File: config.mk
export PLATFORM = sky130hd
export DESIGN_NAME = reg_writeback
export DESIGN_NICKNAME = d
export VERILOG_FILES = /design/src/rtl/rv_pkg.sv /design/src/rtl/reg_writeback.sv
export SDC_FILE = /design/constraint.sdc
export NUM_CORES = 1
export LEC_CHECK = 0
export CAP_MARGIN = 0
export CORE_UTILIZATION = 45
export CTS_CLUSTER_SIZE = 20
export DETAILED_ROUTE_END_ITERATION = 8
export DONT_BUFFER_PORTS = 1
export PLACE_DENSITY = 0.62
export SKIP_LAST_GASP = 1
export SLEW_MARGIN = 20
export SYNTH_ARGS = -nofsm -noshare
export SYNTH_HDL_FRONTEND = slang
export SYNTH_SLANG_ARGS = --single-unit
File: constraint.sdc
create_clock -name clk -period 2.5 [get_ports clk]
set_clock_uncertainty 0.1 [all_clocks]
set_input_delay 0.5 -clock clk [delete_from_list [all_inputs] [get_ports clk]]
set_output_delay 0.5 -clock clk [all_outputs]
set_load 0.005 [all_outputs]
File: src/rtl/rv_pkg.sv
// Shared definitions for the RISC5 write-back slice.
//   REG_W / RNO_W    : register data width and register-number width
//   SRC_*            : 2-bit result-source codes carried on reg_writeback.src
//   wb_state_t       : write-back sequencer states
package rv_pkg;

    localparam int unsigned REG_W = 32;
    localparam int unsigned RNO_W = 4;

    localparam logic [1:0] SRC_ALU  = 2'd0;
    localparam logic [1:0] SRC_MUL  = 2'd1;
    localparam logic [1:0] SRC_DIV  = 2'd2;
    localparam logic [1:0] SRC_LOAD = 2'd3;

    typedef enum logic [1:0] {
        WB_IDLE,
        WB_WAIT_MUL,
        WB_WAIT_DIV,
        WB_WAIT_LOAD
    } wb_state_t;

endpackage

File: src/rtl/reg_writeback.sv
// Write-back stage in front of the register file's synchronous write port.
// Accepts one operation per issue, waits for the selected result source and
// emits one registered write. Owns the H register (MUL high word / DIV remainder).
//   clk, rst_n         : clock, asynchronous active-low reset
//   issue, src, dst    : new operation strobe, result source, destination register
//   alu_res            : ALU result, valid with issue
//   mul_done/lo/hi     : multiplier result pulse and product words
//   div_done/q/r       : divider result pulse, quotient and remainder
//   ld_ack, ld_data    : load data pulse and data
//   wr, rno, din       : registered register-file write port
//   h                  : H register
//   stall              : high while waiting on a multi-cycle source
//   ld_timeout         : one-cycle pulse when a load is abandoned
module reg_writeback
    import rv_pkg::*;
#(
    parameter int unsigned LOAD_TO = 255
) (
    input  logic             clk,
    input  logic             rst_n,
    input  logic             issue,
    input  logic [1:0]       src,
    input  logic [RNO_W-1:0] dst,
    input  logic [REG_W-1:0] alu_res,
    input  logic             mul_done,
    input  logic [REG_W-1:0] mul_lo,
    input  logic [REG_W-1:0] mul_hi,
    input  logic             div_done,
    input  logic [REG_W-1:0] div_q,
    input  logic [REG_W-1:0] div_r,
    input  logic             ld_ack,
    input  logic [REG_W-1:0] ld_data,
    output logic             wr,
    output logic [RNO_W-1:0] rno,
    output logic [REG_W-1:0] din,
    output logic [REG_W-1:0] h,
    output logic             stall,
    output logic             ld_timeout
);

    wb_state_t        state_q, state_d;
    logic             wr_q, wr_d;
    logic [RNO_W-1:0] rno_q, rno_d;
    logic [REG_W-1:0] din_q, din_d;
    logic [REG_W-1:0] h_q, h_d;
    logic             to_q, to_d;
    logic [RNO_W-1:0] dst_q, dst_d;
    logic             ld_expire;

    generate
        if (LOAD_TO != 0) begin : g_timer
            localparam int unsigned TW = $clog2(LOAD_TO + 1);
            logic [TW-1:0] timer_q;

            // Held at zero outside WAIT_LOAD so every entry starts from zero.
            always_ff @(posedge clk or negedge rst_n) begin
                if (!rst_n) begin
                    timer_q <= '0;
                end else if (state_q == WB_WAIT_LOAD) begin
                    timer_q <= timer_q + 1'b1;
                end else begin
                    timer_q <= '0;
                end
            end

            assign ld_expire = (state_q == WB_WAIT_LOAD) && (timer_q == TW'(LOAD_TO - 1));
        end else begin : g_no_timer
            assign ld_expire = 1'b0;
        end
    endgenerate

    always_comb begin
        state_d = state_q;
        wr_d    = 1'b0;
        rno_d   = rno_q;
        din_d   = din_q;
        h_d     = h_q;
        to_d    = 1'b0;
        dst_d   = dst_q;

        unique case (state_q)
            WB_IDLE: begin
                if (issue) begin
                    dst_d = dst;
                    unique case (src)
                        SRC_ALU: begin
                            wr_d  = 1'b1;
                            rno_d = dst;
                            din_d = alu_res;
                        end
                        SRC_MUL: begin
                            if (mul_done) begin
                                wr_d  = 1'b1;
                                rno_d = dst;
                                din_d = mul_lo;
                                h_d   = mul_hi;
                            end else begin
                                state_d = WB_WAIT_MUL;
                            end
                        end
                        SRC_DIV: begin
                            if (div_done) begin
                                wr_d  = 1'b1;
                                rno_d = dst;
                                din_d = div_q;
                                h_d   = div_r;
                            end else begin
                                state_d = WB_WAIT_DIV;
                            end
                        end
                        default: begin
                            if (ld_ack) begin
                                wr_d  = 1'b1;
                                rno_d = dst;
                                din_d = ld_data;
                            end else begin
                                state_d = WB_WAIT_LOAD;
                            end
                        end
                    endcase
                end
            end
            WB_WAIT_MUL: begin
                if (mul_done) begin
                    wr_d    = 1'b1;
                    rno_d   = dst_q;
                    din_d   = mul_lo;
                    h_d     = mul_hi;
                    state_d = WB_IDLE;
                end
            end
            WB_WAIT_DIV: begin
                if (div_done) begin
                    wr_d    = 1'b1;
                    rno_d   = dst_q;
                    din_d   = div_q;
                    h_d     = div_r;
                    state_d = WB_IDLE;
                end
            end
            default: begin
                // A late ack in the expiring cycle still completes the load.
                if (ld_ack) begin
                    wr_d    = 1'b1;
                    rno_d   = dst_q;
                    din_d   = ld_data;
                    state_d = WB_IDLE;
                end else if (ld_expire) begin
                    to_d    = 1'b1;
                    state_d = WB_IDLE;
                end
            end
        endcase
    end

    always_ff @(posedge clk or negedge rst_n) begin
        if (!rst_n) begin
            state_q <= WB_IDLE;
            wr_q    <= 1'b0;
            rno_q   <= '0;
            din_q   <= '0;
            h_q     <= '0;
            to_q    <= 1'b0;
            dst_q   <= '0;
        end else begin
            state_q <= state_d;
            wr_q    <= wr_d;
            rno_q   <= rno_d;
            din_q   <= din_d;
            h_q     <= h_d;
            to_q    <= to_d;
            dst_q   <= dst_d;
        end
    end

    assign wr         = wr_q;
    assign rno        = rno_q;
    assign din        = din_q;
    assign h          = h_q;
    assign ld_timeout = to_q;
    assign stall      = (state_q != WB_IDLE);

endmodule
# == After elaboration in Yosys (flattened, before gate mapping) ==
# Cells that the tools add are included.
# word_totals
reg_bits,84
in_bits,204
out_inout_bits,71
word_cells,78
# classes
addsub,1
eq_ne,17
n_mux,40
reduce_logical,12
# ops
op,n
$pmux W32 S3,3
$mux W32,7
$pmux W32 S2,1
$mux W4,7
$pmux W4 S3,2
$mux W2,8
$ne A3 B3 Y1 const B,4
$pmux W2 S3,2
$add A8 B1 Y8 const B,1
$eq A8 B8 Y1 const B,1
$mux W8,1
$ne A2 B2 Y1 const B,4
$reduce_and A8 Y1,1
$mux W1,7
$reduce_and A7 Y1,1
$eq A2 B2 Y1 const B,3
$pmux W1 S3,2
$ne A5 B2 Y1 const B,1
$reduce_bool A5 Y1,1
$eq A2 B1 Y1 const B,2
$logic_not A2 Y1,2
$ne A4 B2 Y1 const B,1
$reduce_bool A4 Y1,1
$ne A3 B1 Y1 const B,1
6 further kinds,6

# == Depth between registers and ports, before layout ==
# Gate-level depths: netlist of the first run.
# depth
depth_word,5
depth_mapped,8
mapped_depth_nobuf,6

# == Worst setup path after synthesis of the first run ==
# No wires, ideal clock.
# synth_path
kind,register to register
from,register state_q[0]
to,"register rno_q[0], in the netlist rno[0]"
setup_ns,0.128
arrival_ns,1.882
required_ns,2.272
slack_ns,0.391
path_stages_with_launch,8
path_buffers,1
synth_period_minus_slack_ns,2.109
path_cell_list,dfrtp_1 -> inv_1 -> ha_1 -> clkbuf_1 -> or4_1 -> o41ai_1 -> a211o_1 -> mux2_1
# synth_via
elab_chain_cells,3
word_cells_on_any_way,12
cone_classes,eq/ne (8); mux (1); reduce/logical (3)
# synth_lines
element,line,source
from (decl),reg_writeback.sv:41,"wb_state_t state_q, state_d;"
from (signal assigned),reg_writeback.sv:166,state_q <= state_d;
$logic_not A2 Y1 (tied with other cells),reg_writeback.sv:81,unique case (state_q)
$ne A5 B2 Y1 (no source line) (tied with other cells),--,
$reduce_and A7 Y1 (no source line),--,
to (signal assigned),reg_writeback.sv:168,rno_q <= rno_d;
to (decl),reg_writeback.sv:43,"logic [RNO_W-1:0] rno_q, rno_d;"
# Several ways; a longest one is shown, not always the timed one.
# A chain may end at the register's enable or synchronous reset.

# == Worst setup path after layout of the first run ==
# layout_path
from,register state_q[0]
to,output port stall
# layout_via
elab_chain_cells,1
# layout_lines
element,line,source
$reduce_bool A2 Y1,reg_writeback.sv:181,assign stall = (state_q != WB_IDLE);
to (decl),reg_writeback.sv:37,"output logic stall,"
# Every way passes these cells.

==> results of run 1 <==
[sequential cells by signal (all words and copies together), names as in the netlist]
name	count
g_timer.timer_q	8
wr	1
dst_q	4
state_q	2
rno	4
din	32
h	32
ld_timeout	1
[layout make-up]
type | instances | area share [%]
antenna | 1 | 0.0373
clock buffer | 9 | 3.35
clock inverter | 7 | 1.01
inverter | 11 | 0.615
multi-input combinational | 472 | 57.1
sequential | 84 | 31.3
tap | 176 | 3.28
timing repair buffer | 26 | 3.28
[through the flow]
step	setup slack, ps	power (mW)
floorplan	391	4.95
global placement	240	5.68
finish	235	7.18
global route	141	7.65
CTS	99.9	7.19
detailed placement	101	5.85
[cell usage after synthesis (3+ instances only)]
master / number
buf_6: 3
a221oi_1: 65
a21oi_1: 35
a221o_1: 54
ha_1: 11
inv_1: 10
dfrtp_1: 84
clkbuf_1: 50
mux2i_1: 35
nor2b_1: 3
xnor2_1: 5
o2bb2ai_1: 12
nand2_1: 36
nand3_1: 4
a22oi_1: 8
and2_1: 8
nand2b_1: 5
mux2_2: 58
o21ai_0: 33
nor2_1: 4
buf_2: 15
mux2_1: 18
a21o_1: 33
and3_1: 25
[per-layer routing]
| layer | global-route usage, % | vias to the layer above |
|---|---|---|
| met5 | 0 | - |
| met4 | 11.2 | 0 |
| met3 | 7.41 | 33 |
| met2 | 47.7 | 348 |
| met1 | 33.3 | 2764 |
| li1 | - | 2475 |
[how the worst max path moves through the flow]
stage | start | endpoint | slack (ps) | depth (start not counted)
finish | state_q[0] | stall | 240 | 4
global route | state_q[0] | rno[3] | 140 | 6
CTS | state_q[1] | h[30] | 100 | 7
detailed placement | state_q[1] | h[30] | 100 | 7
global placement | state_q[1] | h[13] | 240 | 7
floorplan | state_q[0] | rno[0] | 390 | 7
[where the power goes]
part | total (mW) | internal (mW) | leakage, nW | switching (mW)
clock | 1.32 | 0.703 | 0.142 | 0.618
sequential | 2.63 | 1.95 | 1.04 | 0.686
combinational | 3.22 | 1.56 | 1.59 | 1.67
total | 7.18 | 4.21 | 2.77 | 2.97
[timing repair]
item | 4_1_cts | 5_1_grt
gates resized for setup | 0 | 1
endpoints found under the hold margin | 84 | 84
setup endpoints to repair | 0 | 22
[kinds of logic (layout without fill, tap and decap cells)]
| kind of cell | after synthesis | in the layout | synth area share, % |
|---|---|---|---|
| adder cells (fa/ha/maj) | 11 | 11 | 2.19 |
| flip-flops | 84 | 84 | 33.4 |
| XOR/XNOR | 6 | 6 | 0.836 |
| buffers and inverters | 81 | 53 | 5.61 |
| other | 0 | 1 | 0 |
| AO/OA/AOI/OAI | 253 | 253 | 31.3 |
| multiplexers | 111 | 111 | 19.2 |
| AND/OR/NAND/NOR | 91 | 91 | 7.43 |
==> impl_metrics.json, run 1 <==
{
  "outcome": "finished with violations",
  "violations": "hold timing",
  "worstSetupPathType": "reg2out",
  "hp-class": "in2async",
  "reg2reg_to": "h[14]",
  "syn_nets": 852,
  "path_clk_slew_ps": 70,
  "seqCellArea_sq_um": 2100,
  "drt-initial-drc-count": 518,
  "wl_met1_mm": 8.01,
  "synth_top_area_share_pct": 33.4,
  "critical_path_buf_inv_count": 3,
  "vias_per_cell": 7.15,
  "start_kind": "flip-flop",
  "core-area_sq_um": 13500,
  "fin_crit_sh_pct": 90.6,
  "fill_cells": 1266,
  "h-tree-depth": 3,
  "firstDrtPassIters": 6,
  "drtAntennaViolNets": 0,
  "drv_slew": 0,
  "final_cells": 786,
  "synthesis.area_sq_um": 6280,
  "max_freq_ghz": 0.442,
  "hpwl_mm": 13.9,
  "track_usage_pct": 28.0,
  "postSynthCellCount": 637,
  "irDropWorstVdd_uv": 398,
  "worstRegToRegCells": 8,
  "die_w_microns": 120,
  "crit_arrival_ps": 1660,
  "dr_wl_met2_mm": 10.2,
  "synth_edf_count": 0,
  "rows": 42,
  "syn_area_per_cell_sq_um": 9.87,
  "antenna_found_initial": 1,
  "cp_slowest_cell": "buf_4",
  "final_common_cell": "dfrtp_1",
  "endpoint_kind": "output port",
  "report.final.hold_viol_count": 84,
  "die_area_sq_um": 14400,
  "grt_start_max_net_pins": 85,
  "drive_gt1_share_pct": 17.1,
  "area.growth.synth_to_final_pct": 6.85,
  "crit_chain": "inv_1 -> ha_1 -> clkinv_1 -> buf_4",
  "clock_path_buffers": 2,
  "synth.distinct_cells": 41,
  "slew_headroom_pct": 64.4,
  "io_buffer_count": 0,
  "postSynthRegisterBits": 84,
  "ios": 275,
  "routed.top_layer": "met4",
  "ys_warn_count": 0,
  "postLayoutCoreUtil_pct": 49.9,
  "cts_root_buf": "clkbuf_16",
  "cts_made_buffers": 9,
  "cts_sinks": 84,
  "r2r_start": "state_q[0]",
  "powerDensity_nw_per_um2": 1070,
  "hold_ws_ps": -258,
  "worst_pin_slew_ps": 534,
  "route.detailed.drc": 0,
  "start_util_pct": 46.7,
  "setup_viol": 0,
  "cts_tree": "yes",
  "post_cts_buffers": 0,
  "async_reset_ff_share_pct": 100,
  "critPathTopFamily": "buffers and inverters",
  "cp_data_required_time_ps": 1900,
  "wl_per_cell_microns": 26.3,
  "die_h_microns": 120,
  "cpPeakStageDelay_ps": 430,
  "placed_area_sq_um": 6420,
  "placed_cells": 769,
  "insertion_delay_ps": 340,
  "netlist_top_cells_area": "dfrtp_1, mux2_2, a221oi_1",
  "drv_cap": 0,
  "finalSetupTns_ps": 0,
  "wl_mm": 20.7,
  "yosys.area.top_type": "dfrtp_1",
  "cp_max_fo": 34,
  "grt_overflow": 0,
  "gp_congestion": 0.815,
  "synth_ff_type": "dfrtp_1",
  "p_leak_nw": 2.77,
  "grt_pass1_wl_mm": 31.4,
  "seq_area_frac_synth_pct": 33.4,
  "layout.nets": 819,
  "vias": 5620,
  "multi_input_area_sq_um": 3840,
  "grt_setup_unrepaired": "false",
  "r2r_slack_ps": 260,
  "dr_wl_met3_mm": 2.08,
  "grt_pass1_vias": 5752,
  "fin_crit_ps": 2260,
  "layout_common_cells": "dfrtp_1, a221oi_1, mux2_2",
  "fin_area_sq_um": 6720
}
Note: power is estimated with default switching activity, not from simulation.
==> run 2: changes to the inputs <==
- MAX_ROUTING_LAYER: default -> met4
==> run 2 against run 1 <==
The run still ends with hold timing left. Non-clock buffer count unchanged. Clock-buffer cell count unchanged. Total power up 0.16%. Sequential power about the same. Sequential share of layout area unchanged. Final area unchanged. Critical path depth unchanged. Clock power about the same. Cell count unchanged. Fmax about the same. Critical path type unchanged. Critical endpoint unchanged. Largest cell class unchanged.
==> impl_metrics.json, run 2 (synthesis results as in run 1) <==
{
  "layout.nets": 819,
  "endpoint_kind": "output port",
  "ios": 275,
  "core-area_sq_um": 13500,
  "final_common_cell": "dfrtp_1",
  "vias": 5627,
  "cts_sinks": 84,
  "wl_mm": 20.7,
  "wl_met1_mm": 8.38,
  "grt_pass1_vias": 5755,
  "post_cts_buffers": 0,
  "antenna_found_initial": 1,
  "gp_congestion": 0.827,
  "wl_per_cell_microns": 26.4,
  "clock_path_buffers": 2,
  "worst_pin_slew_ps": 530,
  "route.detailed.drc": 0,
  "fin_crit_sh_pct": 90.6,
  "irDropWorstVdd_uv": 398,
  "die_area_sq_um": 14400,
  "insertion_delay_ps": 340,
  "area.growth.synth_to_final_pct": 6.85,
  "drive_gt1_share_pct": 17.1,
  "placed_cells": 769,
  "finalSetupTns_ps": 0,
  "cts_made_buffers": 9,
  "final_cells": 786,
  "drv_slew": 0,
  "io_buffer_count": 0,
  "grt_start_max_net_pins": 85,
  "rows": 42,
  "start_util_pct": 46.7,
  "hold_ws_ps": -257,
  "firstDrtPassIters": 5,
  "cts_root_buf": "clkbuf_16",
  "worstRegToRegCells": 8,
  "dr_wl_met3_mm": 1.75,
  "p_leak_nw": 2.77,
  "violations": "hold timing",
  "fill_cells": 1266,
  "layout_common_cells": "dfrtp_1, a221oi_1, mux2_2",
  "routed.top_layer": "met4",
  "drt-initial-drc-count": 638,
  "max_freq_ghz": 0.441,
  "crit_arrival_ps": 1670,
  "die_w_microns": 120,
  "slew_headroom_pct": 64.7,
  "cts_tree": "yes",
  "grt_overflow": 0,
  "vias_per_cell": 7.16,
  "cp_data_required_time_ps": 1900,
  "hpwl_mm": 13.9,
  "report.final.hold_viol_count": 84,
  "powerDensity_nw_per_um2": 1070,
  "path_clk_slew_ps": 70,
  "die_h_microns": 120,
  "dr_wl_met2_mm": 10.2,
  "start_kind": "flip-flop",
  "fin_crit_ps": 2270,
  "grt_setup_unrepaired": "false",
  "worstSetupPathType": "reg2out",
  "outcome": "finished with violations",
  "drtAntennaViolNets": 0,
  "drv_cap": 0,
  "cp_max_fo": 34,
  "grt_pass1_wl_mm": 31.4,
  "setup_viol": 0,
  "h-tree-depth": 3,
  "track_usage_pct": 28.8,
  "hp-class": "in2async"
}
[run 2: cell counts in the layout (fill, tap and decap cells not counted)]
Identical to the previous run, type by type.
[run 2: repair_timing]
| action | CTS | global route |
|---|---|---|
| resized for setup | 0 | 1 |
| setup endpoints to repair | 0 | 22 |
| endpoints found under the hold margin | 84 | 84 |
[run 2: worst max-delay path, cell delays in order (launching register included)]
cell and delay [ps]:
dfrtp_1 400, inv_1 90, ha_1 310, clkinv_1 100
buf_4 430
[run 2: per-layer routing]
metal | GRT usage (%) | up-vias
met5 | - | -
met4 | 11.3 | 0
met3 | 6.89 | 45
met2 | 47.5 | 337
met1 | 34.0 | 2773
li1 | - | 2472
[run 2: path summary, 6_finish.rpt]
check                      startpoint          to  slack, ps
max in group asynchronous       rst_n  state_q[0]       2420
min in group clk           mul_hi[18]       h[18]        190
min reg2reg                  dst_q[3]    dst_q[3]        410
max                        state_q[0]       stall        230
max reg2reg                state_q[0]       h[14]        260
min                             rst_n      din[8]       -260
[run 2: layout make-up]
class | instances | area, sq um | share of cell area, %
Inverter | 11 | 41.3 | 0.615
Tap cell | 176 | 220 | 3.28
Clock buffer | 9 | 225 | 3.35
Timing Repair Buffer | 26 | 220 | 3.28
Antenna cell | 1 | 2.50 | 0.0373
Multi-Input combinational cell | 472 | 3840 | 57.1
Sequential cell | 84 | 2100 | 31.3
Clock inverter | 7 | 67.6 | 1.01
[run 2: stage by stage]
step | util [%] | hold WS (ps) | area [sq um] | total power, mW | worst slack (ps)
final | 49.9 | -257 | 6720 | 7.19 | 234
after global routing | 49.9 | -273 | 6720 | 7.65 | 141
after CTS | 49.9 | -269 | 6710 | 7.19 | 99.9
after detailed placement | 47.7 | 107 | 6420 | 5.85 | 101
after global placement | 47.7 | 107 | 6420 | 5.68 | 240
after floorplan | - | 104 | 6280 | 4.95 | 391
[run 2: report_power, final]
group	leakage, nW	internal (mW)	total [mW]	switching [mW]
Sequential	1.04	1.95	2.64	0.688
Clock	0.142	0.704	1.33	0.622
Combinational	1.59	1.56	3.23	1.67
